==> src/rtl/tile_hit_scorer.sv <==
// tile_hit_scorer: judges synchronized KEY presses against the latched hit-zone pattern,
// keeps BCD score and lives, and runs the IDLE/PLAY/OVER game state machine.
module tile_hit_scorer #(
  parameter int LANES      = 4,
  parameter int LIVES_INIT = 3,
  parameter int SCORE_MAX  = 999
) (
  input  logic             CLOCK_50,
  input  logic             reset,
  input  logic [LANES-1:0] KEY,
  input  logic             t,
  input  logic [LANES-1:0] tile_lanes,
  output logic [11:0]      score_bcd,
  output logic [1:0]       lives,
  output logic [1:0]       game_state,
  output logic             hit_pulse,
  output logic             miss_pulse
);
  typedef enum logic [1:0] {S_IDLE = 2'b00, S_PLAY = 2'b01, S_OVER = 2'b10} state_t;
  localparam logic [11:0] MAX_BCD = {4'(SCORE_MAX / 100), 4'((SCORE_MAX / 10) % 10), 4'(SCORE_MAX % 10)};
  state_t           r_state;
  logic [LANES-1:0] r_sync1, r_sync2, r_hist, r_target, r_hitmask;
  logic [11:0]      r_score;
  logic [1:0]       r_lives;
  logic             r_hit, r_miss;
  logic [LANES-1:0] w_press, w_open, w_correct, w_wrong;
  logic             w_miss;
  logic [3:0]       w_cnt;
  logic [4:0]       w_d0, w_d1, w_d2;
  logic             w_c0, w_c1, w_c2;
  logic [11:0]      w_sum, w_next_score;
  assign w_press   = r_sync2 & ~r_hist;
  assign w_open    = r_target & ~r_hitmask;
  assign w_correct = w_press & w_open;
  assign w_wrong   = w_press & ~w_open;
  // a window close and a wrong press in the same cycle still cost only one life
  assign w_miss    = (|w_wrong) | (t & |(r_target & ~(r_hitmask | w_correct)));
  always_comb begin
    w_cnt = '0;
    for (int i = 0; i < LANES; i++) w_cnt = w_cnt + 4'(w_press[i]);
  end
  assign w_d0 = {1'b0, r_score[3:0]} + 5'(w_cnt);
  assign w_c0 = w_d0 > 5'd9;
  assign w_d1 = {1'b0, r_score[7:4]} + 5'(w_c0);
  assign w_c1 = w_d1 > 5'd9;
  assign w_d2 = {1'b0, r_score[11:8]} + 5'(w_c1);
  assign w_c2 = w_d2 > 5'd9;
  assign w_sum = {w_c2 ? 4'(w_d2 - 5'd10) : w_d2[3:0],
                  w_c1 ? 4'(w_d1 - 5'd10) : w_d1[3:0],
                  w_c0 ? 4'(w_d0 - 5'd10) : w_d0[3:0]};
  assign w_next_score = (w_c2 || w_sum > MAX_BCD) ? MAX_BCD : w_sum;
  always_ff @(posedge CLOCK_50 or posedge reset) begin
    if (reset) begin
      r_state   <= S_IDLE;
      r_score   <= '0;
      r_lives   <= 2'(LIVES_INIT);
      r_target  <= '0;
      r_hitmask <= '0;
      r_hit     <= 1'b0;
      r_miss    <= 1'b0;
      r_sync1   <= '0;
      r_sync2   <= '0;
      r_hist    <= '0;
    end else begin
      r_sync1 <= ~KEY;
      r_sync2 <= r_sync1;
      r_hist  <= r_sync2;
      r_hit   <= 1'b0;
      r_miss  <= 1'b0;
      case (r_state)
        S_IDLE: if (|w_press) begin
          r_state   <= S_PLAY;
          r_score   <= '0;
          r_lives   <= 2'(LIVES_INIT);
          r_target  <= '0;
          r_hitmask <= '0;
        end
        S_PLAY: begin
          if (t) r_target <= tile_lanes;
          r_hitmask <= t ? '0 : (r_hitmask | w_correct);
          if (!(|w_wrong) && (|w_press)) begin
            r_score <= w_next_score;
            r_hit   <= 1'b1;
          end
          if (w_miss) begin
            r_lives <= (r_lives == 2'd0) ? 2'd0 : r_lives - 2'd1;
            r_miss  <= 1'b1;
          end
          if (r_lives == 2'd0) r_state <= S_OVER;
        end
        S_OVER: if (|w_press) r_state <= S_IDLE;
        default: r_state <= S_IDLE;
      endcase
    end
  end
  assign score_bcd  = r_score;
  assign lives      = r_lives;
  assign game_state = r_state;
  assign hit_pulse  = r_hit;
  assign miss_pulse = r_miss;
endmodule

==> config.mk <==
export PLATFORM = sky130hd
export DESIGN_NAME = tile_hit_scorer
export DESIGN_NICKNAME = d
export VERILOG_FILES = /design/src/rtl/tile_hit_scorer.sv
export SDC_FILE = /design/constraint.sdc
export NUM_CORES = 1
export LEC_CHECK = 0
export CAP_MARGIN = 20
export CORE_ASPECT_RATIO = 1.4
export CORE_MARGIN = 2
export CORE_UTILIZATION = 55
export DETAILED_ROUTE_END_ITERATION = 8
export PLACE_DENSITY = 0.89
export SLEW_MARGIN = 10
export SYNTH_ARGS = -nofsm -noshare
export SYNTH_HDL_FRONTEND = slang
export SYNTH_SLANG_ARGS = --single-unit
export TNS_END_PERCENT = 20
==> constraint.sdc <==
create_clock -name CLOCK_50 -period 10.7 [get_ports CLOCK_50]
set_input_delay 2.14 -clock CLOCK_50 [delete_from_list [all_inputs] [get_ports CLOCK_50]]
set_output_delay 2.14 -clock CLOCK_50 [all_outputs]
set_load 0.05 [all_outputs]
==> results list <==
* Post-detail-place hpwl: 3570 µm
- CTS hold repair buffers: 0
- Most instantiated flip-flop cell in the synthesis netlist: sky130_fd_sc_hd__dfrtp_1
- For this run, the total global-route usage over all layers was measured as 23.2%.
- After detailed routing, the total wire length is 4820 µm.
- Clock latency on the worst-skew pair, taken at its later pin, is 0.30 ns.
* CTS buffer count: 5
- Headroom to the max-slew limit came out at 66.0%.
* Area added between synthesis and finish: 16.2%
- Hold-critical path endpoint: r_sync2[1]
* Leak pwr: 0.00117 µW
* CTS clock-pin slew for the worst setup and hold paths: 0.08 ns
* Max VDD drop: 0.000167 V
- In this run the remaining antenna-violating nets after routing total 0.
* Kind of launch point of the worst setup path: flop
* Fin crit period: 5.57 ns
* Wire length of the first global-routing pass: 8560 µm
- Number of global-route vias before repair: 2000
* Critical path endpoint category: flop
- Power spread over the standard cell area amounts to 268 nW/µm².
- For this design, the sink count on the clock tree is 38.
* Fin cells: 322
- Routability-driven placement finished with a final weighted congestion of 0.906.
- In this run the worst hold path is classified as reg -> reg.
- Highest achievable clock rate: 179 MHz
- Synthesized area divided by synthesized cell count: 9.18 µm²
- Once the clock tree was built, the setup fixing pass inserted 0 buffers.
- Slowest-stage cell, CP: sky130_fd_sc_hd__fa_1
- Number of remaining DRC errors: 0
- Buffers placed on the I/O ports in this run total 28.
* Max-slew violation count: 0
- In this run the critical register-to-register path is launched from r_sync2[0].
- Fraction of final layout cells with drive strength greater than 1: 9.32%
- Yosys warning total: 0
- Worst-path fanout max: 10
- The signal on the critical path passes through nor2b_4 > xor2_1 > ha_1 > inv_1 > fa_1 > fa_1 > nand2_1 > a21oi_1 > nor3_1 > ha_1 > ha_1 > or2_1 > a21oi_1 > a311oi_1 > ha_1 > ha_1 > nand2_1 > o21ai_0 > nand4_2 > a211oi_2 > o21ai_1.
* Final number of setup-violating endpoints: 0
- End of the worst register-to-register path: score_bcd[5]
- Synthesized cell area: 2310 µm²
- The total overflow left after global routing is 0.
* Actual slew at the worst max-slew pin: 0.509 ns
- Using the TritonRoute via totals, the vias-per-cell ratio works out to 6.10.
* Antenna violations before repair: 0
* DRC violation total after the first TritonRoute iteration: 154
* Post-cts repair resize count: 0
- The number of hold-slack violations in the final timing report was 0.
- The synthesized netlist contains 59 unique library cells.
- The initial utilization of the core area, before any placement, comes to 58.0%.
- No sink is reached through more buffers than the 2 on the longest clock path.
* Clock power share: 13.8%
* Setup slack of the most critical reg-to-reg path: 5.13 ns
- Share of flip-flops with an asynchronous set or reset after synthesis: 100%
- Logic pwr share: 55.1%
- The critical path is of the reg -> reg type.
- During I/O placement, the number of pins put on the boundary was 29.
- Die height: 80.7 µm
- Number of H-tree branching levels: 2
- The initialized floorplan defines 27 standard-cell rows.
- Clock tree from TritonCTS: yes
* Share of synthesized area occupied by flip-flops and latches: 41.2%
- Setup repair after global routing left no endpoint under its margin.
* #FFs+latches synth: 38
- The number of placed instances, taps included, is 314.
* Period utilisation layout: 52.1%
- Nets: 299
- Synthesis produced a netlist with a net count of 273.
- Outcome: finished clean
* Hold_sp: r_sync1[1]
* Part of the power in registers: 31.2%
- The number of cells on the worst reg-to-reg path is 21.
* Hold depth: 0
- Counting flops with a built-in enable in the synthesized netlist gives 0.
- Worst clock skew: 0.00346 ns
- MaxCap Viol Count: 0
- 0 antenna diodes ended up in the layout.
- Endpoint arrival time on the critical path: 5.75 ns
* Final total negative setup slack: 0 ns
- Across all layers, the routed design uses 1963 vias.
- After technology mapping, the gate count stands at 252.
- Switching Fraction: 47.9%
- Horiz. Die Dim: 58.8 µm
* Cell chosen for the clock root: sky130_fd_sc_hd__clkbuf_8
* Average wire per cell in the routed design: 15.0 µm
* First-pass iteration count of the detailed router: 4
- For this run, the slowest stage of the critical path takes 0.73 ns.
- Pin count of the biggest net entering global routing: 39
* Area of the core: 3990 µm²
- The die covers 4750 µm².
- Data on the critical path is required at its endpoint by 10.88 ns.
- In this design, the critical path's most frequently occurring cell is sky130_fd_sc_hd__ha_1.
- The analysis attributes to net switching a power of 345 µW.
* Int Power: 376 µW
[kinds of logic after synthesis]
group / Yosys count / synth area share (%)
flip-flops: 38 / 41.2
AO/OA/AOI/OAI: 66 / 19.8
multiplexers: 4 / 1.78
AND/OR/NAND/NOR: 99 / 23.6
adder cells (fa/ha/maj): 10 / 6.06
buffers and inverters: 30 / 5.62
XOR/XNOR: 5 / 1.89
[critical path: cells and delay by family, from the launching register on]
family / cells / cell delay [ns]
xor+xnor: 1 / 0.14
simple gates: 6 / 0.82
flops: 1 / 0.39
buf+inv: 1 / 0.06
compound gates: 6 / 1.30
fa+ha+maj: 7 / 2.74
[power by group through the flow]
stage	Combinational, µW	Clock [µW]	Sequential [µW]
floorplan	237	0	289
finish	397	99.2	225
detailed placement	395	0	227
CTS	397	101	224
global route	434	108	231
global placement	384	0	225
[flip-flops by register name, summed over array words and instances, names as in the netlist]
register    count
hit_pulse       1
r_sync2         4
game_state      2
r_hist          4
r_hitmask       4
score_bcd      12
r_target        4
lives           2
r_sync1         4
miss_pulse      1
[through the flow]
step / setup slack (ns) / total power, µW / area, µm² / util [%] / hold slack, ns
final: 5.13 / 721 / 2690 / 67.4 / 0.354
after global routing: 4.64 / 773 / 2690 / 67.4 / 0.360
after CTS: 5.12 / 722 / 2690 / 67.4 / 0.356
after detailed placement: 5.14 / 621 / 2600 / 65.2 / 0.338
after global placement: 5.37 / 609 / 2600 / 65.2 / 0.333
after floorplan: 5.41 / 526 / 2310 / - / 0.331
[worst max path at each step]
stage,cells past startpoint,slack [ns],from,endpoint
detailed placement,21,5.14,r_hist[0],score_bcd[5]
CTS,21,5.12,r_hist[0],score_bcd[5]
floorplan,22,5.41,score_bcd[0],score_bcd[4]
finish,21,5.13,r_sync2[0],score_bcd[5]
global placement,21,5.37,r_hist[0],score_bcd[5]
global route,21,4.64,r_hist[0],score_bcd[2]
[routing by layer]
metal  track usage, %  routed length [µm]
met3             4.62                 208
met4             13.4                 151
met1             26.3                1870
met2             39.9                2590
met5                0                   0
[layout make-up]
cell class	instances	area [µm²]
clock inverter	2	15.0
tap	43	53.8
timing repair buffer	29	288
fill	323	1300
clock buffer	6	72.6
multi-input combinational	184	1230
inverter	20	75.1
sequential	38	953
[cells in the final DEF, fill, tap and decap left out, drive strengths merged, types with 4 or more instances in the layout]
master,n
dfrtp,36
inv,20
nand3,14
a31oi,7
or2,4
nor2,18
nor3,5
ha,8
nand2b,8
a21oi,12
clkdlybuf4s50,28
nand4,5
nor2b,10
o21ai,16
nand2,26
clkbuf,6
[cell usage after synthesis (2+ instances only)]
cell | instances | area share (%)
sky130_fd_sc_hd__dfrtp_1 | 36 | 39
sky130_fd_sc_hd__nand2_1 | 26 | 4.2
sky130_fd_sc_hd__inv_1 | 17 | 2.8
sky130_fd_sc_hd__nor2_1 | 17 | 2.8
sky130_fd_sc_hd__nand3_1 | 13 | 2.8
sky130_fd_sc_hd__a21oi_1 | 12 | 2.6
sky130_fd_sc_hd__o21ai_1 | 9 | 1.9
sky130_fd_sc_hd__ha_1 | 8 | 4.3
sky130_fd_sc_hd__nand2b_1 | 8 | 2.2
sky130_fd_sc_hd__nor2b_1 | 8 | 2.2
sky130_fd_sc_hd__a31oi_1 | 7 | 1.9
sky130_fd_sc_hd__o21ai_0 | 7 | 1.5
sky130_fd_sc_hd__buf_2 | 5 | 1.1
sky130_fd_sc_hd__nor3_1 | 4 | 0.87
sky130_fd_sc_hd__or2_1 | 4 | 1.1
sky130_fd_sc_hd__a22oi_1 | 3 | 0.97
sky130_fd_sc_hd__buf_4 | 3 | 0.97
sky130_fd_sc_hd__inv_2 | 3 | 0.49
sky130_fd_sc_hd__mux2i_1 | 3 | 1.3
sky130_fd_sc_hd__nand4_1 | 3 | 0.81
sky130_fd_sc_hd__nor3b_1 | 3 | 0.97
sky130_fd_sc_hd__xor2_1 | 3 | 1.1
sky130_fd_sc_hd__a211oi_1 | 2 | 0.65
sky130_fd_sc_hd__a22o_1 | 2 | 0.76
sky130_fd_sc_hd__a311oi_2 | 2 | 1.3
sky130_fd_sc_hd__and3_1 | 2 | 0.54
sky130_fd_sc_hd__clkbuf_1 | 2 | 0.32
sky130_fd_sc_hd__dfstp_2 | 2 | 2.3
sky130_fd_sc_hd__fa_1 | 2 | 1.7
sky130_fd_sc_hd__nor2b_4 | 2 | 1.2
sky130_fd_sc_hd__o211ai_1 | 2 | 0.65
sky130_fd_sc_hd__o21bai_1 | 2 | 0.65
sky130_fd_sc_hd__o22a_1 | 2 | 0.76
sky130_fd_sc_hd__o22ai_1 | 2 | 0.54
sky130_fd_sc_hd__xnor2_1 | 2 | 0.76
No activity file was read; power rests on OpenSTA's default activity.
